$ cat config.mk
export PLATFORM = sky130hd
export DESIGN_NAME = shift_add_multiplier
export DESIGN_NICKNAME = d
export VERILOG_FILES = /design/src/rtl/calc_pkg.sv /design/src/rtl/shift_add_multiplier.sv
export SDC_FILE = /design/constraint.sdc
export NUM_CORES = 1
export LEC_CHECK = 0
export ABC_CLOCK_PERIOD_IN_PS = 1900
export CAP_MARGIN = 20
export CELL_PAD_IN_SITES_DETAIL_PLACEMENT = 0
export CELL_PAD_IN_SITES_GLOBAL_PLACEMENT = 2
export CORE_ASPECT_RATIO = 0.5
export CORE_MARGIN = 2
export CORE_UTILIZATION = 33
export CTS_CLUSTER_DIAMETER = 80
export DETAILED_ROUTE_END_ITERATION = 6
export GPL_TIMING_DRIVEN = 0
export PLACE_DENSITY_LB_ADDON = 0.1
export SLEW_MARGIN = 20
export SYNTH_ARGS = -nofsm -noshare
export SYNTH_HDL_FRONTEND = slang
export SYNTH_SLANG_ARGS = --single-unit
$ cat constraint.sdc
create_clock -name clk -period 1.9 [get_ports clk]
set_input_delay 0.285 -clock clk [delete_from_list [all_inputs] [get_ports clk]]
set_output_delay 0.285 -clock clk [all_outputs]
set_load 0.05 [all_outputs]
$ cat src/rtl/calc_pkg.sv
// Shared calculator definitions: arithmetic-unit FSM states and default datapath width.
package calc_pkg;

  localparam int unsigned CALC_WIDTH = 4;

  typedef enum logic [1:0] {
    IDLE = 2'd0,
    RUN  = 2'd1,
    DONE = 2'd2
  } state_t;

endpackage

$ cat src/rtl/shift_add_multiplier.sv
// Sequential unsigned shift-and-add multiplier: one partial product per clock,
// 2*WIDTH-bit product and upper-half overflow flag returned on a valid/ready handshake.
module shift_add_multiplier
  import calc_pkg::*;
#(
  parameter int unsigned WIDTH = CALC_WIDTH
) (
  input  logic                 clk,
  input  logic                 rst_n,
  input  logic                 in_valid,
  output logic                 in_ready,
  input  logic [WIDTH-1:0]     multiplicand,
  input  logic [WIDTH-1:0]     multiplier,
  output logic                 out_valid,
  input  logic                 out_ready,
  output logic [2*WIDTH-1:0]   product,
  output logic                 overflow
);

  localparam int unsigned      CNT_W    = $clog2(WIDTH + 1);
  localparam logic [CNT_W-1:0] LAST_CNT = CNT_W'(WIDTH - 1);

  state_t               r_state;
  logic [2*WIDTH-1:0]   r_acc;
  logic [WIDTH-1:0]     r_mcand;
  logic [CNT_W-1:0]     r_count;
  logic                 r_in_ready;
  logic                 r_out_valid;
  logic [2*WIDTH-1:0]   r_product;
  logic                 r_overflow;

  logic [WIDTH:0]       w_sum;
  logic [2*WIDTH-1:0]   w_acc_next;

  // Adder carry lands in the accumulator MSB as the whole register shifts right.
  always_comb begin
    w_sum      = {1'b0, r_acc[2*WIDTH-1:WIDTH]} + (r_acc[0] ? {1'b0, r_mcand} : '0);
    w_acc_next = {w_sum, r_acc[WIDTH-1:1]};
  end

  always_ff @(posedge clk or negedge rst_n) begin
    if (!rst_n) begin
      r_state     <= IDLE;
      r_acc       <= '0;
      r_mcand     <= '0;
      r_count     <= '0;
      r_in_ready  <= 1'b1;
      r_out_valid <= 1'b0;
      r_product   <= '0;
      r_overflow  <= 1'b0;
    end else begin
      case (r_state)
        IDLE: begin
          if (in_valid && r_in_ready) begin
            r_mcand    <= multiplicand;
            r_acc      <= {{WIDTH{1'b0}}, multiplier};
            r_count    <= '0;
            r_in_ready <= 1'b0;
            r_state    <= RUN;
          end
        end
        RUN: begin
          r_acc   <= w_acc_next;
          r_count <= r_count + CNT_W'(1);
          // Outputs load from the final accumulator value so they are valid on DONE entry.
          if (r_count == LAST_CNT) begin
            r_state     <= DONE;
            r_out_valid <= 1'b1;
            r_product   <= w_acc_next;
            r_overflow  <= |w_acc_next[2*WIDTH-1:WIDTH];
          end
        end
        DONE: begin
          if (out_ready) begin
            r_state     <= IDLE;
            r_out_valid <= 1'b0;
            r_in_ready  <= 1'b1;
          end
        end
        default: r_state <= IDLE;
      endcase
    end
  end

  assign in_ready  = r_in_ready;
  assign out_valid = r_out_valid;
  assign product   = r_product;
  assign overflow  = r_overflow;

endmodule

# Word level (Yosys, flattened, before mapping)
# Index checks and enable logic that the tools add are counted.
[word_totals]
reg_bits = 28
in_bits = 12
output_inout_bits = 11
elab_cells = 43
[classes]
n_addsub = 2
eq_ne = 6
muxes = 15
n_reduce_logical = 12
[op_table]
columns = ["op", "n"]
rows = [
  ["8-bit one-hot mux with 2 select lines", 1],
  ["3-bit AND reduction", 3],
  ["8-bit two-way mux", 1],
  ["2-bit two-way mux", 3],
  ["2-bit != test (second input constant)", 3],
  ["2-bit one-hot mux with 3 select lines", 1],
  ["3-bit one-hot mux with 2 select lines", 1],
  ["2-bit AND reduction", 3],
  ["2-bit nonzero test", 3],
  ["4-bit by 4-bit adder with 5-bit output", 1],
  ["1-bit two-way mux", 4],
  ["4-bit two-way mux", 1],
  ["1-bit one-hot mux with 2 select lines", 2],
  ["4-bit OR reduction", 1],
  ["3-bit by 1-bit adder with 3-bit output (second input constant)", 1],
  ["3-bit by 2-bit == test with 1-bit output (second input constant)", 1],
  ["3-bit two-way mux", 1],
  ["2-bit by 1-bit == test with 1-bit output (second input constant)", 1],
  ["2-bit == test (second input constant)", 1],
  ["2-bit logical NOT", 1],
  ["1-bit logical AND", 1],
]

# Logic depth before layout (Yosys ltp)
# Gate-level depths: netlist of run 1.
[depth]
depth_word = 3
mapped_depth = 7
depth_no_buf = 7

# Least setup slack after synthesis of run 1
# Ideal clock, no wire load.
[synth_path]
path_type = "reg-to-reg"
from = "reg r_acc[0]"
to = "reg r_overflow (netlist: overflow)"
setup_ns = 0.135
arrival_time_ns = 1.574
required_ns = 1.765
setup_slack_ns = 0.191
path_stages_with_launch = 7
path_buffers = 0
period_less_slack_ns = 1.709
path_cell_list = "dfrtp_1 -> and2_1 -> ha_1 -> fa_1 -> a21o_1 -> a21oi_1 -> a31oi_1"
[synth_via]
elab_chain_cells = 3
[synth_lines]
columns = ["element", "line_no", "rtl"]
rows = [
  ["start: declaration", "shift_add_multiplier.sv:24", "logic [2*WIDTH-1:0] r_acc;"],
  ["start signal: assignment", "shift_add_multiplier.sv:56", "r_acc <= {{WIDTH{1'b0}}, multiplier};"],
  ["start signal: assignment", "shift_add_multiplier.sv:63", "r_acc <= w_acc_next;"],
  ["4-bit two-way mux", "shift_add_multiplier.sv:37", "w_sum = {1'b0, r_acc[2*WIDTH-1:WIDTH]} + (r_acc[0] ? {1'b0, r_mcand} : '0);"],
  ["4-bit by 4-bit adder with 5-bit output", "shift_add_multiplier.sv:37", ""],
  ["4-bit OR reduction", "shift_add_multiplier.sv:70", "r_overflow <= |w_acc_next[2*WIDTH-1:WIDTH];"],
  ["end signal: assignment", "shift_add_multiplier.sv:70", ""],
  ["end: declaration", "shift_add_multiplier.sv:30", "logic r_overflow;"],
]
# No other way between the ends.
# A chain may end at the register's enable or synchronous reset.

# Final worst setup path of run 1
# Ends and elaborated chain as after synthesis.

==> results of run 1 <==
-- per-layer routing --
layer,part of all wire [%],wire (um),vias up,track usage (%)
met4,0.47,12,0,2.69
met5,0,0,-,0
li1,-,-,452,-
met2,40,1010,16,18.1
met3,3.8,97,2,4.64
met1,56,1410,425,19.1
-- critical path: cells and delay by family (launching register included) --
kind                       cells  cell delay (ns)
adders and majority gates      2             0.58
AOI/OAI and AO/OA              3             0.52
DFF                            1             0.42
and+or+nand+nor                1             0.15
-- kinds of logic after synthesis --
family,Yosys count,share of synthesized area (%)
buffers and inverters,9,3.70
AND/OR/NAND/NOR,31,11.0
multiplexers,12,10.1
XOR/XNOR,2,1.36
AO/OA/AOI/OAI,27,11.7
flip-flops,28,54.7
adder cells (fa/ha/maj),7,7.41
-- power by group through the flow --
stage | sequential, mW | combinational (mW) | clock (mW)
floorplan | 0.607 | 0.00230 | 0
global placement | 0.607 | 0.0378 | 0
detailed placement | 0.607 | 0.0368 | 0
CTS | 0.596 | 0.0370 | 0.345
global route | 0.596 | 0.0401 | 0.374
finish | 0.595 | 0.0356 | 0.330
-- state kept, by name, indices dropped and copies added, names as in the netlist --
register / count
product: 8
r_acc: 8
r_mcand: 4
r_count: 3
r_state: 2
in_ready: 1
out_valid: 1
overflow: 1
-- cell type report --
type	instances	area, um^2	area share [%]
tap	51	63.8	3.93
multi-input combinational	79	552	34.0
timing repair buffer	22	214	13.2
sequential	28	702	43.2
buffer	5	32.5	2.00
clock buffer	4	45.0	2.77
inverter	4	15.0	0.924
-- through the flow --
step,util [%],cells
after detailed placement,43.6,189
after global routing,45.3,193
after floorplan,-,116
after CTS,44.9,193
final,45.3,193
after global placement,43.7,189
-- placed cells by master, fill, tap and decap left out, drive strengths merged --
cell           count
a31oi              1
nand2b             1
a21oi              6
clkbuf             5
nor2b              1
dlygate4sd2        1
xor2               1
inv                4
nand2             20
o22ai              5
and2               4
dfrtp             27
clkdlybuf4s50     20
and4bb             1
nor2               3
nand3              1
mux2i              4
a21o               2
mux2               8
o21ai             12
buf                5
ha                 6
o21bai             1
dfstp              1
fa                 1
xnor2              1
-- path summary, 6_finish.rpt --
kind | from | endpoint | slack (ns) | cells past startpoint
max | r_acc[0]$_DFFE_PN0P_ | overflow$_DFFE_PN0P_ | 0.12 | 6
min | rst_n | out_valid$_DFFE_PN0P_ | 0.03 | 1
max reg2reg | r_acc[0]$_DFFE_PN0P_ | overflow$_DFFE_PN0P_ | 0.12 | 6
min reg2reg | r_mcand[3]$_DFFE_PN0P_ | r_mcand[3]$_DFFE_PN0P_ | 0.49 | 1
max in group asynchronous | rst_n | r_mcand[3]$_DFFE_PN0P_ | 1.46 | 1
min in group clk | r_mcand[3]$_DFFE_PN0P_ | r_mcand[3]$_DFFE_PN0P_ | 0.49 | 1
-- timing repair --
action	CTS	global route
endpoints found under the setup margin	2	1
resized for setup	2	3
pin swaps	0	1
gates cloned	0	0
==> run_results.csv, run 1 <==
group,metric,value,unit
outcome,status,"complete, no violations",
logic_synthesis,yosysUniqueCellTypes,27,
sta,slew_headroom,57.3,%
detailed_routing,avgViaCountPerCell,4.64,
logic_synthesis,ys_top_cells_by_area,"dfrtp_1 (53%), mux2_1 (7.0%), ha_1 (5.8%)",
clock_network,post-cts-setup-buffers,0,
worst_setup_path,cp_slowest_cell,"dfrtp_1",
logic_synthesis,synth_flop_cell,"dfrtp_1",
sta,period_needed,1.78,ns
detailed_routing,drtIter0Drc,17,
placement,dp_slack,0.0277,ns
sta,hold_ws,0.0254,ns
global_routing,grt_start_max_net_pins,29,
detailed_routing,drt_wl_total,2530,um
logic_synthesis,syn_inst,116,
worst_setup_path,cp_cell_sequence,"and2_1 -> ha_1 -> fa_2 -> a21o_1 -> a21oi_2 -> a31oi_1",
power,switching_share,20.4,%
min_path,min_path_type,"in -> async",
logic_synthesis,synth-seq-cells,28,
worst_setup_path,crit_required,2.05,ns
detailed_routing,drt_pass1_iterations,4,
global_routing,grt-ovfl-total,0,
sta,skew,0.00222,ns
finish,drive_gt1_share,9.15,%
logic_synthesis,netlist.area_leader.share,52.6,%
floorplanning,rows,15,
global_routing,grt_usage,12.9,%
detailed_routing,route.vias.total,895,
floorplanning,num_io_pins,23,
worst_setup_path,worst-path-max-fanout,5,
power,p_int,0.766,mW
logic_synthesis,avgSynthCellArea,11.1,um^2
logic_synthesis,yosysSeqAreaShare,54.7,%
worst_setup_path,cpPeakStageDelay,0.42,ns
placement,place_area,1560,um^2
logic_synthesis,yosysMostFrequentCell,"dfrtp_1",
power,switchingPower,0.196,mW
placement,place_hpwl,1850,um
finish,nets,162,
detailed_routing,routedWlPerCell,13.1,um
flow_run,drv_cap,0,
sta,rsz0062_at_grt,"false",
detailed_routing,drcViolationCount,0,
clock_network,htreeDepth,1,
finish,postLayoutCellArea,1620,um^2
power,p_seq_share,61.9,%
clock_network,cts_tree,"done",
sta,final_max_slew_viol_count,0,
placement,port_buffers,22,
worst_setup_path,cp-start-kind,"register",
clock_network,clk_latency,0.27,ns
power,leakagePower,0.758,nW
logic_synthesis,ys_warn_count,0,
worst_setup_path,crit_type,"reg -> reg",
logic_synthesis,syn-num-nets,135,
worst_setup_path,arrival,1.93,ns
power,clock_power_share,34.4,%
power,finalPower,0.961,mW
clock_network,cts_buffers,3,
power,ir_worst_vdd,259,uV
sta,finalSetupViolCount,0,
global_routing,antenna_found_initial,0,
finish,num_antenna_cells,0,
sta,fin_crit_sh,93.8,%
sta,tns,0,ns
logic_synthesis,syn_area,1280,um^2
floorplanning,dieArea,4440,um^2
logic_synthesis,synth_edf_count,0,
clock_network,cts.sinks,28,
sta,final.setup.worst_slack,0.118,ns
sta,worstMarginPinSlew,0.640,ns
worst_setup_path,cp-end-kind,"register",
floorplanning,fp.dieH,48.1,um
floorplanning,initial_utilization,35.8,%
global_routing,grt_pass1_wl,4160,um
sta,hold_violations,0,
clock_network,cts_buffer_depth,2,
logic_synthesis,yosys-top-cells-count,"dfrtp_1 (27), nand2_1 (20), o21ai_1 (10)",
finish,nFillCells,354,
logic_synthesis,synthArstFlopShare,100,%
detailed_routing,ant_nets,0,
clock_network,cts.clk_slew.worst_paths,0.09,ns
floorplanning,die-width,92.2,um
global_routing,grt_pass1_vias,863,
clock_network,clockRootBuffer,"clkbuf_8",
sta,max_clock_freq,561,MHz
power,powerDensity,592,nW/um^2
floorplanning,core_area,3580,um^2
clock_network,ctsHoldBuffers,0,
logic_synthesis,yosysTopAreaCell,"dfrtp_1",
placement,gp_congestion,0.705,
power,power_frac_comb,3.7,%
finish,area_growth,26.5,%
Power figures use the tool's default switching activity.
==> run 2, diff against run 1 <==
--- a/config.mk
+++ b/config.mk
@@ -16,6 +16,7 @@
 export DETAILED_ROUTE_END_ITERATION = 6
 export GPL_TIMING_DRIVEN = 0
 export PLACE_DENSITY_LB_ADDON = 0.1
+export RECOVER_POWER = 50
 export SLEW_MARGIN = 20
 export SYNTH_ARGS = -nofsm -noshare
 export SYNTH_HDL_FRONTEND = slang
==> run_results.csv, run 2 (synthesized netlist as in run 1, its figures left out) <==
group,metric,value,unit
outcome,status,"complete, but fails checks",
outcome,violations,"max-capacitance violations, max-slew violations",
sta,slew_headroom,-2.60,%
worst_setup_path,cp-start-kind,"register",
sta,rsz0062_at_grt,"false",
power,finalPower,0.961,mW
clock_network,htreeDepth,1,
sta,final_max_slew_viol_count,29,
global_routing,grt_start_max_net_pins,29,
placement,port_buffers,22,
detailed_routing,ant_nets,0,
clock_network,cts.clk_slew.worst_paths,0.09,ns
worst_setup_path,cp_slowest_cell,"dfstp_2",
power,ir_worst_vdd,258,uV
sta,hold_violations,0,
worst_setup_path,reg2reg_depth,5,
clock_network,clockRootBuffer,"clkbuf_8",
finish,area_growth,26.1,%
finish,num_antenna_cells,0,
global_routing,grt_pass1_vias,863,
floorplanning,fp.dieH,48.1,um
finish,final_cell_mix,"dfrtp_1 (27), nand2_1 (20), clkdlybuf4s50_1 (20), o21ai_1 (10), mux2_1 (8)",
clock_network,cts.sinks,28,
detailed_routing,wl_met2,1010,um
clock_network,cts_tree,"done",
worst_setup_path,cp_cell_sequence,"and4bb_1 -> clkbuf_1 -> buf_6 -> mux2i_1 -> o21ai_1",
sta,finalSetupViolCount,0,
placement,gp_congestion,0.705,
detailed_routing,m1WireLength,1410,um
clock_network,clk_latency,0.27,ns
worst_setup_path,cp-end-kind,"register",
worst_setup_path,reg2reg_from,"in_ready$_DFFE_PN1P_",
finish,final_common_cell,"dfrtp_1",
floorplanning,rows,15,
worst_setup_path,cpPeakStageDelay,0.56,ns
global_routing,antenna_found_initial,0,
finish,register_area,702,um^2
finish,fin_util,45.2,%
clock_network,post-cts-setup-buffers,0,
sta,tns,0,ns
sta,max_clock_freq,560,MHz
sta,period_needed,1.78,ns
detailed_routing,drcViolationCount,0,
global_routing,grt_usage,12.9,%
worst_setup_path,crit_required,2.06,ns
detailed_routing,top_layer,"met4",
clock_network,cts_buffer_depth,2,
worst_setup_path,crit_type,"reg -> reg",
worst_setup_path,cp.buffers_inverters,2,
detailed_routing,drtIter0Drc,17,
worst_setup_path,r2r_setup_slack,0.12,ns
global_routing,grt_pass1_wl,4160,um
worst_setup_path,critical-path-top-delay-family,"buffers and inverters",
detailed_routing,route.vias.total,895,
detailed_routing,avgViaCountPerCell,4.64,
sta,worstMarginPinSlew,1.54,ns
worst_setup_path,worst-path-max-fanout,10,
detailed_routing,met3_wirelength,97,um
detailed_routing,routedWlPerCell,13.1,um
clock_network,cts_buffers,3,
worst_setup_path,regToRegEndpoint,"r_acc[1]$_DFFE_PN0P_",
power,leakagePower,0.751,nW
floorplanning,dieArea,4440,um^2
sta,skew,0.00223,ns
floorplanning,core_area,3580,um^2
floorplanning,num_io_pins,23,
finish,multi_input_area,552,um^2
global_routing,grt-ovfl-total,0,
finish,nFillCells,355,
power,powerDensity,594,nW/um^2
detailed_routing,drt_wl_total,2530,um
min_path,min_path_type,"in -> async",
worst_setup_path,arrival,1.95,ns
finish,nets,162,
floorplanning,initial_utilization,35.8,%
placement,place_hpwl,1850,um
detailed_routing,drt_pass1_iterations,4,
sta,fin_crit_sh,93.9,%
sta,hold_ws,0.374,ns
floorplanning,die-width,92.2,um
finish,drive_gt1_share,7.75,%
flow_run,drv_cap,1,
==> run 2: cell types whose count changed in the layout (fill, tap and decap cells not counted) <==
| cell | delta |
|---|---|
| clkbuf_1 | +2 |
| buf_4 | -1 |
| buf_2 | -1 |
==> run 2: per-stage QoR <==
step | instance area [um^2] | std cells | setup slack (ns)
after global routing | 1620 | 193 | 0.00650
after detailed placement | 1560 | 189 | 0.0277
after global placement | 1570 | 189 | 0.0241
after floorplan | 1280 | 116 | 0.191
final | 1620 | 193 | 0.116
after CTS | 1610 | 193 | 0.0319
==> run 2: routing by layer <==
layer / vias up / GRT usage [%]
met5: - / 0
met2: 16 / 18.1
li1: 452 / -
met3: 2 / 4.64
met4: 0 / 2.69
met1: 425 / 19.1
==> run 2: what timing repair did <==
item / 4_1_cts / 5_1_grt
hold buffers: 0 / 0
resized for setup: 2 / 3
endpoints found under the setup margin: 2 / 1
pin swaps: 0 / 1
gates cloned: 0 / 0
==> run 2: power by group <==
group / switching (mW) / internal [mW]
clock network: 0.180 / 0.150
registers: 0 / 0.596
logic: 0.0158 / 0.0194
total: 0.196 / 0.765
==> run 2: worst max-delay path by stage <==
stage / start / to / cells after the start / slack [ns]
after floorplan: r_acc[0]$_DFFE_PN0P_ / overflow$_DFFE_PN0P_ / 6 / 0.19
after global placement: rst_n / r_mcand[1]$_DFFE_PN0P_ / 1 / 0.02
after detailed placement: r_acc[0]$_DFFE_PN0P_ / overflow$_DFFE_PN0P_ / 6 / 0.03
after CTS: r_acc[0]$_DFFE_PN0P_ / overflow$_DFFE_PN0P_ / 7 / 0.03
after global routing: r_acc[0]$_DFFE_PN0P_ / overflow$_DFFE_PN0P_ / 6 / 0.006
final: in_ready$_DFFE_PN1P_ / r_acc[1]$_DFFE_PN0P_ / 5 / 0.12
==> run 2: layout make-up <==
type	count	area share [%]
Sequential cell	28	43.4
Multi-Input combinational cell	79	34.1
Timing Repair Buffer	22	13.1
Tap cell	51	3.94
Clock buffer	4	2.78
Buffer	5	1.78
Inverter	4	0.927
